==> config.mk <==
export PLATFORM = sky130hd
export DESIGN_NAME = pipelined_barrel_shifter
export DESIGN_NICKNAME = d
export VERILOG_FILES = /design/src/rtl/shifter_pkg.sv /design/src/rtl/shift_stage.sv /design/src/rtl/pipelined_barrel_shifter.sv
export SDC_FILE = /design/constraint.sdc
export NUM_CORES = 1
export LEC_CHECK = 0
export CORE_AREA = 2 2 155 157
export CTS_BUF_LIST = sky130_fd_sc_hd__clkbuf_8
export CTS_CLUSTER_SIZE = 14
export DETAILED_ROUTE_END_ITERATION = 6
export DIE_AREA = 0 0 157 159
export PLACE_DENSITY_LB_ADDON = 0.08
export SYNTH_ARGS = -nofsm -noshare
export SYNTH_HDL_FRONTEND = slang
export SYNTH_SLANG_ARGS = --single-unit
==> constraint.sdc <==
create_clock -name clk -period 8.9 [get_ports clk]
set_input_delay 2.67 -clock clk [delete_from_list [all_inputs] [get_ports clk]]
set_output_delay 2.67 -clock clk [all_outputs]
set_load 0.05 [all_outputs]
==> src/rtl/shifter_pkg.sv <==
// Mode encoding and mode classification helpers shared by the pipelined
// barrel shifter and its stages.
package shifter_pkg;

  localparam logic [2:0] MODE_SLL = 3'b000;
  localparam logic [2:0] MODE_SRL = 3'b001;
  localparam logic [2:0] MODE_SRA = 3'b010;
  localparam logic [2:0] MODE_ROL = 3'b011;
  localparam logic [2:0] MODE_ROR = 3'b100;

  function automatic logic mode_legal(input logic [2:0] mode);
    return mode <= MODE_ROR;
  endfunction

  // Left operations run through the right-shift core on bit-reversed data.
  function automatic logic mode_left(input logic [2:0] mode);
    return (mode == MODE_SLL) || (mode == MODE_ROL);
  endfunction

  function automatic logic mode_rot(input logic [2:0] mode);
    return (mode == MODE_ROL) || (mode == MODE_ROR);
  endfunction

endpackage

==> src/rtl/shift_stage.sv <==
// One register stage of the right-shift core: shifts by STEP when its amount
// bit is set, with a collapsing valid/ready handshake.
module shift_stage
  import shifter_pkg::*;
#(
  parameter  int WIDTH = 32,
  parameter  int TAG_W = 4,
  parameter  int STEP  = 1,
  localparam int AW    = $clog2(WIDTH)
) (
  input  logic             clk,
  input  logic             rst,
  input  logic             in_valid,
  output logic             in_ready,
  input  logic [WIDTH-1:0] in_data,
  input  logic [AW-1:0]    in_amt,
  input  logic [2:0]       in_mode,
  input  logic [TAG_W-1:0] in_tag,
  input  logic             in_err,
  output logic             out_valid,
  input  logic             out_ready,
  output logic [WIDTH-1:0] out_data,
  output logic [AW-1:0]    out_amt,
  output logic [2:0]       out_mode,
  output logic [TAG_W-1:0] out_tag,
  output logic             out_err
);

  localparam int K = $clog2(STEP);

  typedef struct packed {
    logic [WIDTH-1:0] data;
    logic [AW-1:0]    amt;
    logic [2:0]       mode;
    logic [TAG_W-1:0] tag;
    logic             err;
  } payload_t;

  payload_t         pl_d, pl_q;
  logic             vld_d, vld_q;
  logic [WIDTH-1:0] shifted;

  assign in_ready = !vld_q || out_ready;

  // SRA keeps the sign in the MSB at every stage, so each stage can use its own MSB as fill.
  always_comb begin
    shifted = in_data;
    if (in_amt[K]) begin
      if (mode_rot(in_mode)) begin
        shifted = (in_data >> STEP) | (in_data << (WIDTH - STEP));
      end else if (in_mode == MODE_SRA) begin
        shifted = $signed(in_data) >>> STEP;
      end else begin
        shifted = in_data >> STEP;
      end
    end
  end

  always_comb begin
    vld_d = vld_q;
    pl_d  = pl_q;
    if (in_ready) begin
      vld_d = in_valid;
      if (in_valid) begin
        pl_d.data = shifted;
        pl_d.amt  = in_amt;
        pl_d.mode = in_mode;
        pl_d.tag  = in_tag;
        pl_d.err  = in_err;
      end
    end
  end

  always_ff @(posedge clk or posedge rst) begin
    if (rst) begin
      vld_q <= 1'b0;
      pl_q  <= '0;
    end else begin
      vld_q <= vld_d;
      pl_q  <= pl_d;
    end
  end

  assign out_valid = vld_q;
  assign out_data  = pl_q.data;
  assign out_amt   = pl_q.amt;
  assign out_mode  = pl_q.mode;
  assign out_tag   = pl_q.tag;
  assign out_err   = pl_q.err;

endmodule

==> src/rtl/pipelined_barrel_shifter.sv <==
// Pipelined barrel shifter: SLL/SRL/SRA/ROL/ROR over WIDTH bits, one stage per
// shift-amount bit, valid/ready on both sides, tag and error carried along.
module pipelined_barrel_shifter
  import shifter_pkg::*;
#(
  parameter  int WIDTH = 32,
  parameter  int TAG_W = 4,
  localparam int SHW   = $clog2(WIDTH)
) (
  input  logic             clk,
  input  logic             rst,
  input  logic             in_valid,
  output logic             in_ready,
  input  logic [WIDTH-1:0] in_data,
  input  logic [SHW-1:0]   in_amt,
  input  logic [2:0]       in_mode,
  input  logic [TAG_W-1:0] in_tag,
  output logic             out_valid,
  input  logic             out_ready,
  output logic [WIDTH-1:0] out_data,
  output logic [TAG_W-1:0] out_tag,
  output logic             out_err
);

  logic             vld_c  [0:SHW];
  logic             rdy_c  [0:SHW];
  logic [WIDTH-1:0] dat_c  [0:SHW];
  logic [SHW-1:0]   amt_c  [0:SHW];
  logic [2:0]       mode_c [0:SHW];
  logic [TAG_W-1:0] tag_c  [0:SHW];
  logic             err_c  [0:SHW];
  logic [SHW-1:0]   amt_unused;

  logic             s0_legal;
  logic [WIDTH-1:0] s0_data;

  // Illegal modes enter with a zero amount so the data passes through untouched.
  always_comb begin
    s0_legal = mode_legal(in_mode);
    s0_data  = in_data;
    if (s0_legal && mode_left(in_mode)) begin
      for (int i = 0; i < WIDTH; i++) s0_data[i] = in_data[WIDTH-1-i];
    end
  end

  assign vld_c[0]    = in_valid;
  assign in_ready    = rdy_c[0];
  assign dat_c[0]    = s0_data;
  assign amt_c[0]    = s0_legal ? in_amt : '0;
  assign mode_c[0]   = in_mode;
  assign tag_c[0]    = in_tag;
  assign err_c[0]    = !s0_legal;
  assign rdy_c[SHW]  = out_ready;
  assign amt_unused  = amt_c[SHW];

  for (genvar k = 0; k < SHW; k++) begin : g_stage
    shift_stage #(
      .WIDTH (WIDTH),
      .TAG_W (TAG_W),
      .STEP  (1 << k)
    ) u_stage (
      .clk       (clk),
      .rst       (rst),
      .in_valid  (vld_c[k]),
      .in_ready  (rdy_c[k]),
      .in_data   (dat_c[k]),
      .in_amt    (amt_c[k]),
      .in_mode   (mode_c[k]),
      .in_tag    (tag_c[k]),
      .in_err    (err_c[k]),
      .out_valid (vld_c[k+1]),
      .out_ready (rdy_c[k+1]),
      .out_data  (dat_c[k+1]),
      .out_amt   (amt_c[k+1]),
      .out_mode  (mode_c[k+1]),
      .out_tag   (tag_c[k+1]),
      .out_err   (err_c[k+1])
    );
  end

  always_comb begin
    out_data = dat_c[SHW];
    if (mode_left(mode_c[SHW])) begin
      for (int i = 0; i < WIDTH; i++) out_data[i] = dat_c[SHW][WIDTH-1-i];
    end
  end

  assign out_valid = vld_c[SHW];
  assign out_tag   = tag_c[SHW];
  assign out_err   = err_c[SHW];

endmodule

* Word-level counts from Yosys, hierarchy flattened
Index checks and enable logic that the tools add are counted.
** Operators by class
- $add $sub $neg :: 0
- Multiply operators :: 0
- Divide/modulo/power cells :: 0
- Magnitude comparators :: 1
- Equal/unequal tests :: 16
- Shift operators :: 0
- Multiplexer cells :: 18
- Bitwise logic cells :: 5
- Reductions and logical operators :: 26
** Operator list (count)
- $mux W32 :: 17
- $eq A3 B2 Y1 const B :: 11
- $or A16 B32 Y32 :: 1
- $or A24 B32 Y32 :: 1
- $or A28 B32 Y32 :: 1
- $or A30 B32 Y32 :: 1
- $or A31 B32 Y32 :: 1
- $eq A3 B3 Y1 const B :: 5
- $logic_or A1 B1 Y1 :: 12
- $reduce_and A2 Y1 :: 5
- $logic_not A1 Y1 :: 6
- $logic_not A3 Y1 :: 2
- $mux W5 :: 1
- $le A3 B3 Y1 const B :: 1
- $logic_and A1 B1 Y1 :: 1
** Word-level totals
- Register bits :: 225
- Latch bits :: 0
- RAM bits :: 0
- ROM bits :: 0
- Output and inout port bits :: 39
- Logic and storage cells :: 95
- Memories :: 0

* Depth between registers and ports, before layout
- Depth after elaboration :: 7
- Gate-level depth with buffers :: 7
- Mapped depth without buffers :: 4

* Cells and area by module
A second synthesis with hierarchy kept.
** Unflattened totals
- Cells, all modules :: 1059
- Area, all modules :: 11518.5 sq um
** Modules (own cells, without submodules)
- shift_stage (g_stage[1].u_stage) :: instances 1, cells an instance 182, area an instance 2174.6 sq um
- shift_stage (g_stage[0].u_stage) :: instances 1, cells an instance 181, area an instance 2134.5 sq um
- shift_stage (g_stage[2].u_stage) :: instances 1, cells an instance 180, area an instance 2112.0 sq um
- shift_stage (g_stage[3].u_stage) :: instances 1, cells an instance 213, area an instance 2059.5 sq um
- shift_stage (g_stage[4].u_stage) :: instances 1, cells an instance 222, area an instance 2049.5 sq um
- pipelined_barrel_shifter :: instances 1, cells an instance 81, area an instance 988.4 sq um

* Worst setup path after synthesis
No wires, ideal clock.
- Path kind :: input-to-output
- Start point :: input port out_ready
- End point :: output port in_ready
- Arrival :: 3.425 ns
- Path slack :: 2.805 ns
- Stages on the path :: 3
- Cell sequence :: nand2b_1 buf_6 or3_4
** On the way
- Cells in the longest elaborated chain, start to end :: 5
** RTL lines
- from (decl) :: RTL line pipelined_barrel_shifter.sv:19 : input logic out_ready,
- $logic_or A1 B1 Y1 (5 in a row) :: RTL line shift_stage.sv:43 : assign in_ready = !vld_q || out_ready;
- to (decl) :: RTL line pipelined_barrel_shifter.sv:13 : output logic in_ready,
Every way passes these cells.

* Worst setup path in the final report
Same ends and word-level chain as after synthesis.

==> results.md <==
Global routing:
- The total overflow left after global routing is 0.
- The number of antenna violations at the first check in global routing came to 0.
- The via count of the first global-routing pass came to 6815.
- The first global-routing pass estimated 35800 µm of wire.
- The maximum number of pins on one net before global-route repair is 119.
- The total routing usage reported by global routing is 0.175.

Drt:
- Dividing the detail-routed wire length by the instance count gives 15.4 µm.
- The first detailed-routing pass ran for 4 iterations.
- The via density per instance is 5.12.
- The count of nets left with antenna violations once routing finished came out at 0.
- Summed over all layers, the routed wires come to 21000 µm.
- For this block, the initial DRC count from the detailed router was 325.
- The final route contains 6983 vias.
- In the routed design, unresolved DRC markers number 0.

Floorplanning:
- During I/O placement, the number of pins put on the boundary was 87.
- The floorplan step defined a die boundary enclosing 25000 µm².
- The area of the core is 23200 µm².
- The floorplan die width is 157 µm.
- The row count is 56.
- The die height is 159 µm.
- The initial standard-cell utilization of the core is 0.446.

Yosys:
- In the synthesized netlist the async set-or-reset flop fraction comes to 1.00.
- Counting flops and latches in the post-synthesis netlist gives 215.
- The post-synthesis net count is 1001.
- The most common cell in the synthesized netlist is sky130_fd_sc_hd__dfrtp_1.
- The average instance in the mapped netlist occupies 10.9 µm².
- The total number of yosys warnings is 0.
- The share of the synthesized area in the top cell type is 0.520.
- The synthesized netlist occupies a cell area of 10300 µm².
- The most area-hungry cell type in the Yosys netlist is sky130_fd_sc_hd__dfrtp_1.
- After synthesis, the most frequently instantiated cells are sky130_fd_sc_hd__dfrtp_1 (215), sky130_fd_sc_hd__nand2_1 (177), sky130_fd_sc_hd__mux2i_1 (132).
- Yosys mapped a number of flops with a built-in enable equal to 0.
- The register area share after synthesis is 0.520.
- Synthesis instantiated 42 different standard cells from the library.
- By area the synthesized netlist is led by sky130_fd_sc_hd__dfrtp_1 (52%), sky130_fd_sc_hd__mux2i_1 (13%), sky130_fd_sc_hd__mux2_2 (7.7%).
- The post-synthesis cell count is 953.
- The prevailing post-synth register cell is sky130_fd_sc_hd__dfrtp_1.

Power:
- Dividing total power by cell area gives a power density of 340 nW/µm².
- For this design the static power due to leakage is 0.00513 µW.
- The peak ir drop on the vdd network is 0.223 mV.

Critical path:
- The number of cells on the worst reg-to-reg path is 5.
- The launch instance of the worst register-to-register path is g_stage[4].u_stage.out_valid.
- Along the worst path, the maximum fanout reaches 9.
- In this design, the largest share of critical-path delay is due to buffers and inverters.
- The terminus of the critical flop-to-flop path is g_stage[0].u_stage.out_data[6].
- Together, buffers and inverters on the worst path number 2.
- The category of the most critical setup path is input pin to output port.
- The data required time at the worst endpoint is 6.23 ns.
- The delay of the slowest cell on the worst path is 0.71 ns.
- Traced cell by cell, the critical path runs through clkdlybuf4s50_1, nand2b_1, or3_4, clkdlybuf4s50_1.
- The type of origin of the critical path is an input pin.
- The critical-path cell with the highest stage delay is sky130_fd_sc_hd__clkdlybuf4s50_1.
- The data arrival time at the worst-slack endpoint is 4.73 ns.
- In this design, the critical path's most frequently occurring cell is sky130_fd_sc_hd__clkdlybuf4s50_1.
- The register-to-register setup slack is 6.20 ns.
- The kind of end point of the critical path is an output port.

STA:
- The final hold violation count came to 0.
- Clock skew on the completed layout was measured at 0.0233 ns.
- The part of the cycle the worst path needs is 0.831.
- The total setup violations reported at the end of the flow is 0.
- The accumulated negative setup slack is 0 ns.
- The relative slew slack is 0.295.
- The minimum clock period after layout is 7.40 ns.
- The number of slew-limit violations in the final report is 0.
- The peak clock frequency supported by timing is 135 MHz.
- Setup repair after global routing left no endpoint under its margin.
- The transition time at the pin with the least slew margin is 1.05 ns.

Placed design:
- At the end of routability-driven placement, the weighted congestion stood at 0.775.
- After detailed placement, the total cell area comes to 11300 µm².
- Detailed placement finished with a half-perimeter wire length of 14500 µm.
- The count of buffers added on input and output ports is 86.

Cells and area:
- The number of antenna diodes in the final layout is 0.
- From synthesis to final layout, the design area changed by 16.5%.
- The number of fill cells is 2162.
- The post-route cell area is 12000 µm².
- The number of nets in the layout is 1067.
- In the final layout, the share of cells above drive strength 1 is 0.137.

Clocking:
- The clock transition at the registers of the reported paths is 0.06 ns.
- The number of instances resized during post-cts repair is 0.
- The master cell of the clock root buffer is sky130_fd_sc_hd__clkbuf_8.
- CTS built an H-tree with a depth of 2.
- TritonCTS created 36 clock buffers.
- The number of buffers inserted by post-CTS setup repair is 0.
- The CTS tree is built.
- Buffers inserted to repair hold after CTS numbered 0.
- The number of sinks handled by clock tree synthesis is 215.
- Clock latency on the worst-skew pair, taken at its later pin, is 0.51 ns.
- Counting along the longest clock path gives a buffer depth of 3.

Worst hold path:
- The source of the worst hold timing path is g_stage[0].u_stage.out_err.
- For hold timing, the worst endpoint is g_stage[0].u_stage.out_err.
- The worst hold path passes through 2 cells.
- In this run the worst hold path is classified as flop to flop.

Run:
- The count of max-cap constraint violations is 0.

Run status:
- The run finished with clean final reports.
[cell type report]
| class | instances | area [µm²] | share of cell area |
|---|---|---|---|
| clock buffers | 45 | 619 | 0.0514 |
| clock inverters | 19 | 78.8 | 0.00654 |
| inverters | 4 | 22.5 | 0.00187 |
| multi-input cells | 664 | 4600 | 0.382 |
| flip-flops and latches | 215 | 5380 | 0.447 |
| well taps | 319 | 399 | 0.0331 |
| repair buffers | 98 | 951 | 0.0789 |
[logic make-up after synthesis]
family | synth area share
flip-flops | 0.520
multiplexers | 0.212
AO/OA/AOI/OAI | 0.130
buffers and inverters | 0.0375
XOR/XNOR | 0.00399
AND/OR/NAND/NOR | 0.0966
[sequential cells by signal, summed over array words and instances (netlist names)]
| register | cells |
|---|---|
| g_stage.u_stage.out_mode | 15 |
| g_stage.u_stage.out_err | 5 |
| g_stage.u_stage.out_data | 160 |
| g_stage.u_stage.out_amt | 10 |
| g_stage.u_stage.out_tag | 20 |
| g_stage.u_stage.out_valid | 5 |
[where the power goes]
group / internal (µW) / leakage, µW / switching, µW
logic: 681 / 0.00203 / 982
registers: 1320 / 0.00268 / 284
clock network: 454 / 0.000414 / 376
total: 2450 / 0.00513 / 1640
[worst max path at each step]
stage	startpoint	end	slack (ns)	cells past startpoint
floorplan	rst	g_stage[0].u_stage.out_amt[1]	0.35	1
global placement	out_ready	in_ready	1.51	4
detailed placement	out_ready	in_ready	1.50	4
CTS	out_ready	in_ready	1.49	4
global route	out_ready	in_ready	1.42	4
finish	out_ready	in_ready	1.50	4
[layer usage]
metal / part of all wire / global-route usage / wire, µm / up-vias
met3: 0.036 / 0.0308 / 756 / 35
met2: 0.44 / 0.265 / 9150 / 137
li1: - / - / - / 3563
met1: 0.51 / 0.257 / 10600 / 3248
met5: 0 / 0 / 0 / -
met4: 0.023 / 0.0567 / 490 / 0
[cell usage in the layout, fill, tap and decap left out, types with 2 or more instances in the layout]
cell,synthesis,routed
sky130_fd_sc_hd__a211oi_1,3,3
sky130_fd_sc_hd__a21o_1,2,2
sky130_fd_sc_hd__a21oi_1,30,30
sky130_fd_sc_hd__buf_4,4,12
sky130_fd_sc_hd__clkbuf_8,0,45
sky130_fd_sc_hd__clkdlybuf4s50_1,0,86
sky130_fd_sc_hd__clkinvlp_4,0,2
sky130_fd_sc_hd__dfrtp_1,215,215
sky130_fd_sc_hd__inv_1,4,20
sky130_fd_sc_hd__mux2_1,6,6
sky130_fd_sc_hd__mux2_2,71,71
sky130_fd_sc_hd__mux2i_1,132,132
sky130_fd_sc_hd__nand2_1,177,176
sky130_fd_sc_hd__nand2b_1,8,8
sky130_fd_sc_hd__nand3b_1,8,8
sky130_fd_sc_hd__nor2_1,30,29
sky130_fd_sc_hd__nor2b_1,2,2
sky130_fd_sc_hd__o21ai_0,110,110
sky130_fd_sc_hd__o21ai_1,4,3
sky130_fd_sc_hd__o21ai_2,3,2
sky130_fd_sc_hd__o21ai_4,1,3
sky130_fd_sc_hd__o221ai_1,31,31
sky130_fd_sc_hd__o31ai_1,27,27
sky130_fd_sc_hd__xor2_1,2,2
[tightest hold or removal path: cells and delay by family (launching register included)]
family	cells	cell delay, ns
flip-flops	1	0.34
AND/OR/NAND/NOR	1	0.04
AO/OA/AOI/OAI	1	0.06
[stage by stage]
| step | hold WS, ns | setup WS, ns | power [µW] | std cells | utilization |
|---|---|---|---|---|---|
| floorplan | 0.446 | 0.351 | 2810 | 953 | - |
| global placement | 0.459 | 1.51 | 3270 | 1300 | 0.489 |
| detailed placement | 0.467 | 1.50 | 3300 | 1300 | 0.489 |
| CTS | 0.481 | 1.49 | 4150 | 1364 | 0.519 |
| global route | 0.515 | 1.42 | 4380 | 1364 | 0.519 |
| finish | 0.478 | 1.50 | 4090 | 1364 | 0.519 |
No activity file was read; power rests on OpenSTA's default activity.
